--- src/rtl/sensor_frame_feeder.sv ---
// Byte-stream frame parser feeding the classifier core: sync, LSB-first 16-bit samples, XOR checksum.
// Latency: checksum byte to o_next is 1 cycle; RX keeps assembling while TX holds o_data awaiting ack/timeout.
module sensor_frame_feeder #(
  parameter int         N_SAMPLES   = 40,
  parameter int         SAMPLE_W    = 16,
  parameter logic [7:0] SYNC_BYTE   = 8'hA5,
  parameter int         ACK_TIMEOUT = 4096
) (
  input  logic                                   i_clk,
  input  logic                                   i_rst_n,
  input  logic                                   i_byte_valid,
  input  logic [7:0]                             i_byte,
  input  logic                                   i_ack,
  output logic [0:N_SAMPLES-1][SAMPLE_W-1:0]     o_data,
  output logic                                   o_next,
  output logic                                   o_busy,
  output logic                                   o_chk_err,
  output logic                                   o_overrun,
  output logic                                   o_timeout,
  output logic [15:0]                            o_frame_count
);

  localparam int IDX_W = (N_SAMPLES > 1) ? $clog2(N_SAMPLES) : 1;
  localparam int TMR_W = $clog2(ACK_TIMEOUT) + 1;
  localparam logic [IDX_W-1:0] IDX_LAST = IDX_W'(N_SAMPLES - 1);
  localparam logic [TMR_W-1:0] TMR_LAST = TMR_W'(ACK_TIMEOUT - 1);

  localparam logic [1:0] S_SYNC = 2'd0;
  localparam logic [1:0] S_LO   = 2'd1;
  localparam logic [1:0] S_HI   = 2'd2;
  localparam logic [1:0] S_CHK  = 2'd3;

  localparam logic [0:0] T_IDLE = 1'b0;
  localparam logic [0:0] T_WAIT = 1'b1;

  logic [1:0]                               rx_state;
  logic [IDX_W-1:0]                         idx;
  logic [7:0]                               chk;
  logic [7:0]                               lo;
  logic [0:N_SAMPLES-1][SAMPLE_W-1:0]       asm_buf;

  logic [0:0]                               tx_state;
  logic [TMR_W-1:0]                         timer;

  logic chk_byte;
  logic frame_good;
  logic frame_bad;

  assign chk_byte   = i_byte_valid && (rx_state == S_CHK);
  assign frame_good = chk_byte && (i_byte == chk);
  assign frame_bad  = chk_byte && (i_byte != chk);
  assign o_busy     = (tx_state == T_WAIT);

  // Receive side: sync byte only matters in S_SYNC, so A5 inside a payload is plain data.
  always_ff @(posedge i_clk or negedge i_rst_n) begin
    if (!i_rst_n) begin
      rx_state <= S_SYNC;
      idx      <= '0;
      chk      <= '0;
      lo       <= '0;
      asm_buf  <= '0;
    end else if (i_byte_valid) begin
      case (rx_state)
        S_SYNC: begin
          if (i_byte == SYNC_BYTE) begin
            rx_state <= S_LO;
            idx      <= '0;
            chk      <= '0;
          end
        end
        S_LO: begin
          lo       <= i_byte;
          chk      <= chk ^ i_byte;
          rx_state <= S_HI;
        end
        S_HI: begin
          asm_buf[idx] <= {i_byte, lo};
          chk          <= chk ^ i_byte;
          if (idx == IDX_LAST) begin
            rx_state <= S_CHK;
          end else begin
            idx      <= idx + 1'b1;
            rx_state <= S_LO;
          end
        end
        default: rx_state <= S_SYNC;
      endcase
    end
  end

  // Transmit side: an ack in the same cycle as a good frame frees the slot first, so the frame is issued.
  always_ff @(posedge i_clk or negedge i_rst_n) begin
    if (!i_rst_n) begin
      tx_state      <= T_IDLE;
      timer         <= '0;
      o_data        <= '0;
      o_next        <= 1'b0;
      o_chk_err     <= 1'b0;
      o_overrun     <= 1'b0;
      o_timeout     <= 1'b0;
      o_frame_count <= '0;
    end else begin
      o_next    <= 1'b0;
      o_overrun <= 1'b0;
      o_timeout <= 1'b0;
      o_chk_err <= frame_bad;
      if (frame_good && (tx_state == T_IDLE || i_ack)) begin
        o_data        <= asm_buf;
        o_next        <= 1'b1;
        o_frame_count <= o_frame_count + 16'd1;
        timer         <= '0;
        tx_state      <= T_WAIT;
      end else if (tx_state == T_WAIT) begin
        if (i_ack) begin
          tx_state <= T_IDLE;
        end else begin
          if (frame_good) begin
            o_overrun <= 1'b1;
          end
          if (timer == TMR_LAST) begin
            o_timeout <= 1'b1;
            tx_state  <= T_IDLE;
          end else begin
            timer <= timer + 1'b1;
          end
        end
      end
    end
  end

endmodule

--- config.mk ---
export PLATFORM = sky130hd
export DESIGN_NAME = sensor_frame_feeder
export DESIGN_NICKNAME = d
export VERILOG_FILES = /design/src/rtl/sensor_frame_feeder.sv
export SDC_FILE = /design/constraint.sdc
export NUM_CORES = 2
export LEC_CHECK = 0
export CORE_UTILIZATION = 55
export DETAILED_ROUTE_END_ITERATION = 6
export HOLD_SLACK_MARGIN = 0.15
export MAX_ROUTING_LAYER = met4
export PLACE_DENSITY = 0.8
export RECOVER_POWER = 100
export SYNTH_ARGS = -nofsm -noshare
export SYNTH_HDL_FRONTEND = slang
export SYNTH_SLANG_ARGS = --single-unit
--- constraint.sdc ---
create_clock -name i_clk -period 2.7 [get_ports i_clk]
set_input_delay 0.54 -clock i_clk [delete_from_list [all_inputs] [get_ports i_clk]]
set_output_delay 0.54 -clock i_clk [all_outputs]
set_load 0.02 [all_outputs]
* Yosys cells after proc, flatten, opt, wreduce, memory -nomap -nowiden
Index checks and enable logic that the tools add are counted.
** Word-level totals
- Flip-flop bits (word level) :: 1338
- Latch bits :: 0
- Memory bits (writable) :: 0
- ROM bits :: 0
- Word-level logic and storage cells :: 156
- Memories kept :: 0
** Cells by class
- Add/sub/neg operators :: 3
- Multiply operators :: 0
- Divide/modulo/power cells :: 0
- Order comparisons :: 2
- Equality and inequality tests :: 12
- Shifts and indexed selects :: 0
- Muxes and demuxes :: 28
- Bitwise gates (word level) :: 3
- Reduce and logical (&&, ||, !) cells :: 17
** Operators by type and width (number)
- $bwmux W640 :: 1
- $demux W16 S6 :: 1
- $mux W13 :: 4
- $add A16 B1 Y16 const B :: 1
- $mux W16 :: 1
- $pmux W8 S2 :: 1
- $add A13 B1 Y13 const B :: 1
- $eq A13 B12 Y1 const B :: 1
- $mux W1 :: 13
- $mux W6 :: 2
- $pmux W6 S2 :: 1
- $eq A8 B8 Y1 :: 1
- $eq A8 B8 Y1 const B :: 1
- $mux W8 :: 1
- $ne A8 B8 Y1 :: 1
- $xor A8 B8 Y8 :: 1
- $ge A7 B7 Y1 const B :: 1
- $lt A7 B1 Y1 const B :: 1
- $not A6 Y7 :: 1
- $add A6 B1 Y6 const B :: 1
- $eq A6 B6 Y1 const B :: 1
- $ne A2 B2 Y1 const B :: 3
- $pmux W2 S3 :: 1
- $reduce_and A2 Y1 :: 3
- other kinds (12) :: 21

* Logic depth before layout (Yosys ltp)
- Word-level depth :: 7
- Mapped depth :: 10

* Worst setup path before layout
Ideal clock, no wire load.
- Path type :: flip-flop to flip-flop
- From :: register rx_state[0]
- To :: register asm_buf[165] (netlist bit)
- Setup time :: 0.125 ns
- Arrival :: 2.022 ns
- Setup slack :: 0.553 ns
- Cell stages (with the launch flop) :: 9
- Path buffers :: 2
- Cells stage by stage :: dfrtp_1 -> inv_1 -> ha_1 -> and3_1 -> buf_2 -> nand2_1 -> nor2_1 -> buf_2 -> mux2_2
** Between the ends
- Longest elaborated chain between the ends :: 2
** RTL lines
- from (decl) :: RTL line 36 : logic [1:0] rx_state;
- from (signal assigned) :: RTL line 57 : rx_state <= S_SYNC;
- from (signal assigned) :: RTL line 66 : rx_state <= S_LO;
- from (signal assigned) :: RTL line 74 : rx_state <= S_HI;
- $eq A2 B2 Y1 :: RTL line 63 : case (rx_state)
- $reduce_and A2 Y1 (no line)
- to (signal, indexed assignment) :: RTL line 77 : asm_buf[idx] <= {i_byte, lo};
- to (decl) :: RTL line 40 : logic [0:N_SAMPLES-1][SAMPLE_W-1:0] asm_buf;
No other way between the ends.
A chain may end at the register's enable or synchronous reset.

* Worst setup path after layout
- From :: register rx_state[0]
- To :: register asm_buf[416] (netlist bit)
The elaborated chain is that of the path after synthesis.

==> flow_summary.rst <==
.. list-table::
   :header-rows: 1

   * - Metric
     - Value
   * - Boundary pin count
     - a little under 700
   * - Yosys warnings
     - 0
   * - Power density of the placed cells
     - ~700 nW/um^2
   * - Antenna viol nets, final
     - 0
   * - Final cell count without fillers
     - 6,488
   * - Final weighted congestion in routability-driven placement
     - 0.8404
   * - Cell Area, Synth
     - 51,120 um^2
   * - Die outline width
     - approximately 300 um
   * - Number of vias per cell
     - about 5.5
   * - Worst IR Drop VDD
     - 0.6169 mV
   * - Post-synthesis sequential element count
     - 1,338
   * - Endpoint kind of the worst setup timing path
     - register
   * - Number of optimization iterations in the first detailed-route pass
     - 6
   * - Main combinational cell family by area after synthesis
     - simple AND/OR/NAND/NOR gates
   * - Path type of the worst setup path
     - reg2reg
   * - Fraction of the mapped netlist area in compound gates
     - 0.5336%
   * - Share of cells above drive strength 1
     - ~18%
   * - Post-synth EDFFs
     - 0
   * - Maximum clock frequency
     - ~400 MHz
   * - Placed Instances
     - ~6.3k
   * - Setup violation total in the final timing report
     - 0
   * - Core Box Area
     - 91,800 um^2
   * - Number of levels in the clock H-tree
     - 4
   * - Total of cells resized after clock tree synthesis
     - 0
   * - Synthesized-area fraction occupied by adder cells
     - 0.1713%
   * - Unique cell type count in the Yosys netlist
     - 49
   * - Data required, critical path
     - 3.31 ns
   * - Number of design-rule violations left by the first detailed-router iteration
     - 3,426
   * - Hold Path Class
     - in2reg
   * - Multi-input logic area
     - 16,050 um^2
   * - Result of the run
     - finished with violations
   * - Maximum count of clock buffers along a single path
     - 3
   * - Largest net degree at the start of global routing
     - between 150 and 200
   * - Register Area
     - 33,490 um^2
   * - Final worst path period need
     - roughly 2.5 ns
   * - Remaining max-slew budget at the tightest pin
     - -4.301%
   * - Mean routed wirelength per cell
     - around 23 um
   * - Startpoint class of the critical path
     - register
   * - Gate Count Post-Synth
     - around 4.5k
   * - Num CTS Buffers
     - 132
   * - CTS tree
     - done
   * - Area contributors post-synth
     - sky130_fd_sc_hd__dfrtp_1 (66%), sky130_fd_sc_hd__nand2_1 (14%), sky130_fd_sc_hd__mux2_2 (13%)
   * - Average instance area after synthesis
     - 11.46 um^2
   * - Proportion of synthesized flip-flops having asynchronous set or reset
     - 100.0%
   * - Global-route wire length before repair
     - 224,300 um
   * - Antenna violations before repair
     - 8
   * - Seq/Total Area, Yosys
     - 65.50%
   * - Top-area cell type share of the netlist area
     - around two thirds
   * - Worst skew pair latency
     - around 0.74 ns
   * - Total Wirelength
     - between 100,000 and 150,000 um
   * - Multiplexer fraction of the synthesized cell area
     - 14.39%
   * - Most area-hungry cell type in the Yosys netlist
     - sky130_fd_sc_hd__dfrtp_1
   * - Most used DFF post-synth
     - sky130_fd_sc_hd__dfrtp_1
   * - Vias in the first global route
     - 36.92k
   * - Leftover overflow at the end of global routing
     - 0
   * - Number of vias after detailed routing
     - 35.98k
   * - Clock sink total
     - roughly 1.3k
   * - Placed standard-cell area
     - 60,160 um^2
   * - Slew @ Worst Pin
     - ~1.6 ns
   * - Final-report max-slew violation count
     - 24
   * - Syn nets
     - 4,479
   * - Data arrival time of the critical path
     - approximately 3.1 ns
   * - Count of standard-cell rows
     - 111
   * - HPWL after detailed placement
     - between 90,000 and 100,000 um
   * - Initial core utilization
     - 55.68%
   * - Most used cells in the layout excluding fill and tap cells
     - sky130_fd_sc_hd__nand2_1 (1,968), sky130_fd_sc_hd__dfrtp_1 (1,331), sky130_fd_sc_hd__dlygate4sd3_1 (662), sky130_fd_sc_hd__mux2_2 (594), sky130_fd_sc_hd__clkbuf_16 (137)
   * - Number of port buffers
     - 672
   * - Total negative slack
     - 0 ns
   * - Failing checks
     - max-capacitance violations, max-slew violations
   * - Commonest non-fill, non-tap cell in the layout
     - sky130_fd_sc_hd__nand2_1
   * - RSZ-0062 raised after global routing
     - false
   * - Final nets
     - between 5k and 6k
   * - Placement Setup Slack
     - -0.01920 ns
   * - Relative area change from synthesis to final layout
     - 24.79%
   * - Max_cap viols
     - 1
   * - Final worst path period share
     - between 90% and 100%
   * - Hold violation count in the final report
     - 0
   * - Hold WS
     - 0.2328 ns
   * - XOR/XNOR share of the synthesized area
     - less than 1%
   * - Residual DRC count
     - 0
   * - Die footprint
     - 94,160 um^2
   * - Area of all placed cells without fillers
     - about 64,000 um^2
   * - Overall fraction of global-route tracks in use
     - 32.69%
   * - Die height
     - 306.9 um
   * - Worst Skew
     - 0.02660 ns
   * - Maximum fanout along the worst path
     - 16
   * - Post-CTS clock slew at the launch and capture registers of the worst setup and hold paths
     - ~0.060 ns
   * - Final critical-path setup slack
     - 0.1868 ns
   * - Simple-gate share of the synthesized area
     - 16.30%
   * - Clock tree root driver cell
     - sky130_fd_sc_hd__clkbuf_16
   * - Filler cell count
     - 6,324
   * - Leakage dissipation
     - roughly 36 nW
final timing paths:
kind / start / end / slack, ns / cells after the start
setup / recovery: rx_state[0]$_DFFE_PN0P_ / asm_buf[416]$_DFFE_PN0P_ / 0.19 / 7
hold / removal: i_byte[2] / chk[2]$_DFFE_PN0P_ / 0.23 / 3
setup reg to reg: rx_state[0]$_DFFE_PN0P_ / asm_buf[416]$_DFFE_PN0P_ / 0.19 / 7
hold reg to reg: asm_buf[357]$_DFFE_PN0P_ / o_data[357]$_DFFE_PN0N_ / 0.46 / 2
max in group asynchronous: i_rst_n / o_data[214]$_DFFE_PN0N_ / 0.41 / 4
min in group asynchronous: i_rst_n / o_data[86]$_DFFE_PN0N_ / 0.68 / 2
kinds of logic after synthesis:
group,count (synthesis)
XOR/XNOR,29
buffers and inverters,276
flip-flops,1338
AO/OA/AOI/OAI,47
adder cells (fa/ha/maj),7
multiplexers,640
AND/OR/NAND/NOR,2123
report_power, final:
part / switching (mW) / total (mW) / internal [mW]
clock network: 7.78 / 18.5 / 10.7
registers: 1.09 / 22.2 / 21.1
logic: 2.48 / 3.75 / 1.28
critical path, stage by stage, from the launching register on:
cell,delay (ns)
sky130_fd_sc_hd__dfrtp_1,0.42
sky130_fd_sc_hd__inv_1,0.13
sky130_fd_sc_hd__ha_1,0.22
sky130_fd_sc_hd__and3_1,0.23
sky130_fd_sc_hd__nand2_1,0.34
sky130_fd_sc_hd__nor2_1,0.21
sky130_fd_sc_hd__clkbuf_2,0.44
sky130_fd_sc_hd__mux2_2,0.40
through the flow:
stage	power [mW]	util (%)
6_report	44.40	69.48
5_1_grt	45.77	69.48
4_1_cts	44.79	70.28
3_5_place_dp	26.42	65.53
3_3_place_gp	26.26	65.53
2_1_floorplan	23.99	-
per-layer routing:
| metal | global-route usage [%] | part of all wire [%] | vias to the layer above |
|---|---|---|---|
| met2 | 50.19 | 48 | 1538 |
| met1 | 43.23 | 40 | 18450 |
| met4 | 15.19 | 4.8 | 0 |
| li1 | - | - | 15620 |
| met5 | - | 0 | - |
| met3 | 5.038 | 6.7 | 369 |
synthesized netlist by cell type, types with 4 or more instances:
cell,instances
sky130_fd_sc_hd__and3_1,5
sky130_fd_sc_hd__and4_1,4
sky130_fd_sc_hd__buf_1,10
sky130_fd_sc_hd__buf_2,155
sky130_fd_sc_hd__buf_4,14
sky130_fd_sc_hd__buf_6,7
sky130_fd_sc_hd__clkbuf_1,82
sky130_fd_sc_hd__dfrtp_1,1338
sky130_fd_sc_hd__ha_1,7
sky130_fd_sc_hd__inv_1,7
sky130_fd_sc_hd__mux2_2,597
sky130_fd_sc_hd__mux2_4,40
sky130_fd_sc_hd__nand2_1,1964
sky130_fd_sc_hd__nand2_2,5
sky130_fd_sc_hd__nand2_4,5
sky130_fd_sc_hd__nand2b_1,10
sky130_fd_sc_hd__nand3_1,21
sky130_fd_sc_hd__nand4_1,8
sky130_fd_sc_hd__nor2_1,30
sky130_fd_sc_hd__nor2_2,21
sky130_fd_sc_hd__nor2b_1,11
sky130_fd_sc_hd__nor3_1,15
sky130_fd_sc_hd__nor4_1,5
sky130_fd_sc_hd__o21ai_0,31
sky130_fd_sc_hd__xnor2_1,11
sky130_fd_sc_hd__xor2_1,18
sequential cells by signal (all words and copies together), names as in the netlist, 2 cells and up:
signal,cells
timer,13
idx,6
rx_state,2
o_data,640
o_frame_count,16
chk,8
asm_buf,640
lo,8
layout make-up:
class	count	area share (%)
inverter	8	0.05885
timing repair buffer	820	13.01
clock buffer	197	6.230
multi-input combinational	2846	25.15
sequential	1338	52.50
clock inverter	32	0.5845
antenna	4	0.01569
tap	1243	2.438
timing repair:
item,4_1_cts,5_1_grt
setup buffers,0,0
hold buffers,1,0
endpoints found under the hold margin,143,0
No activity file was read; power rests on OpenSTA's default activity.
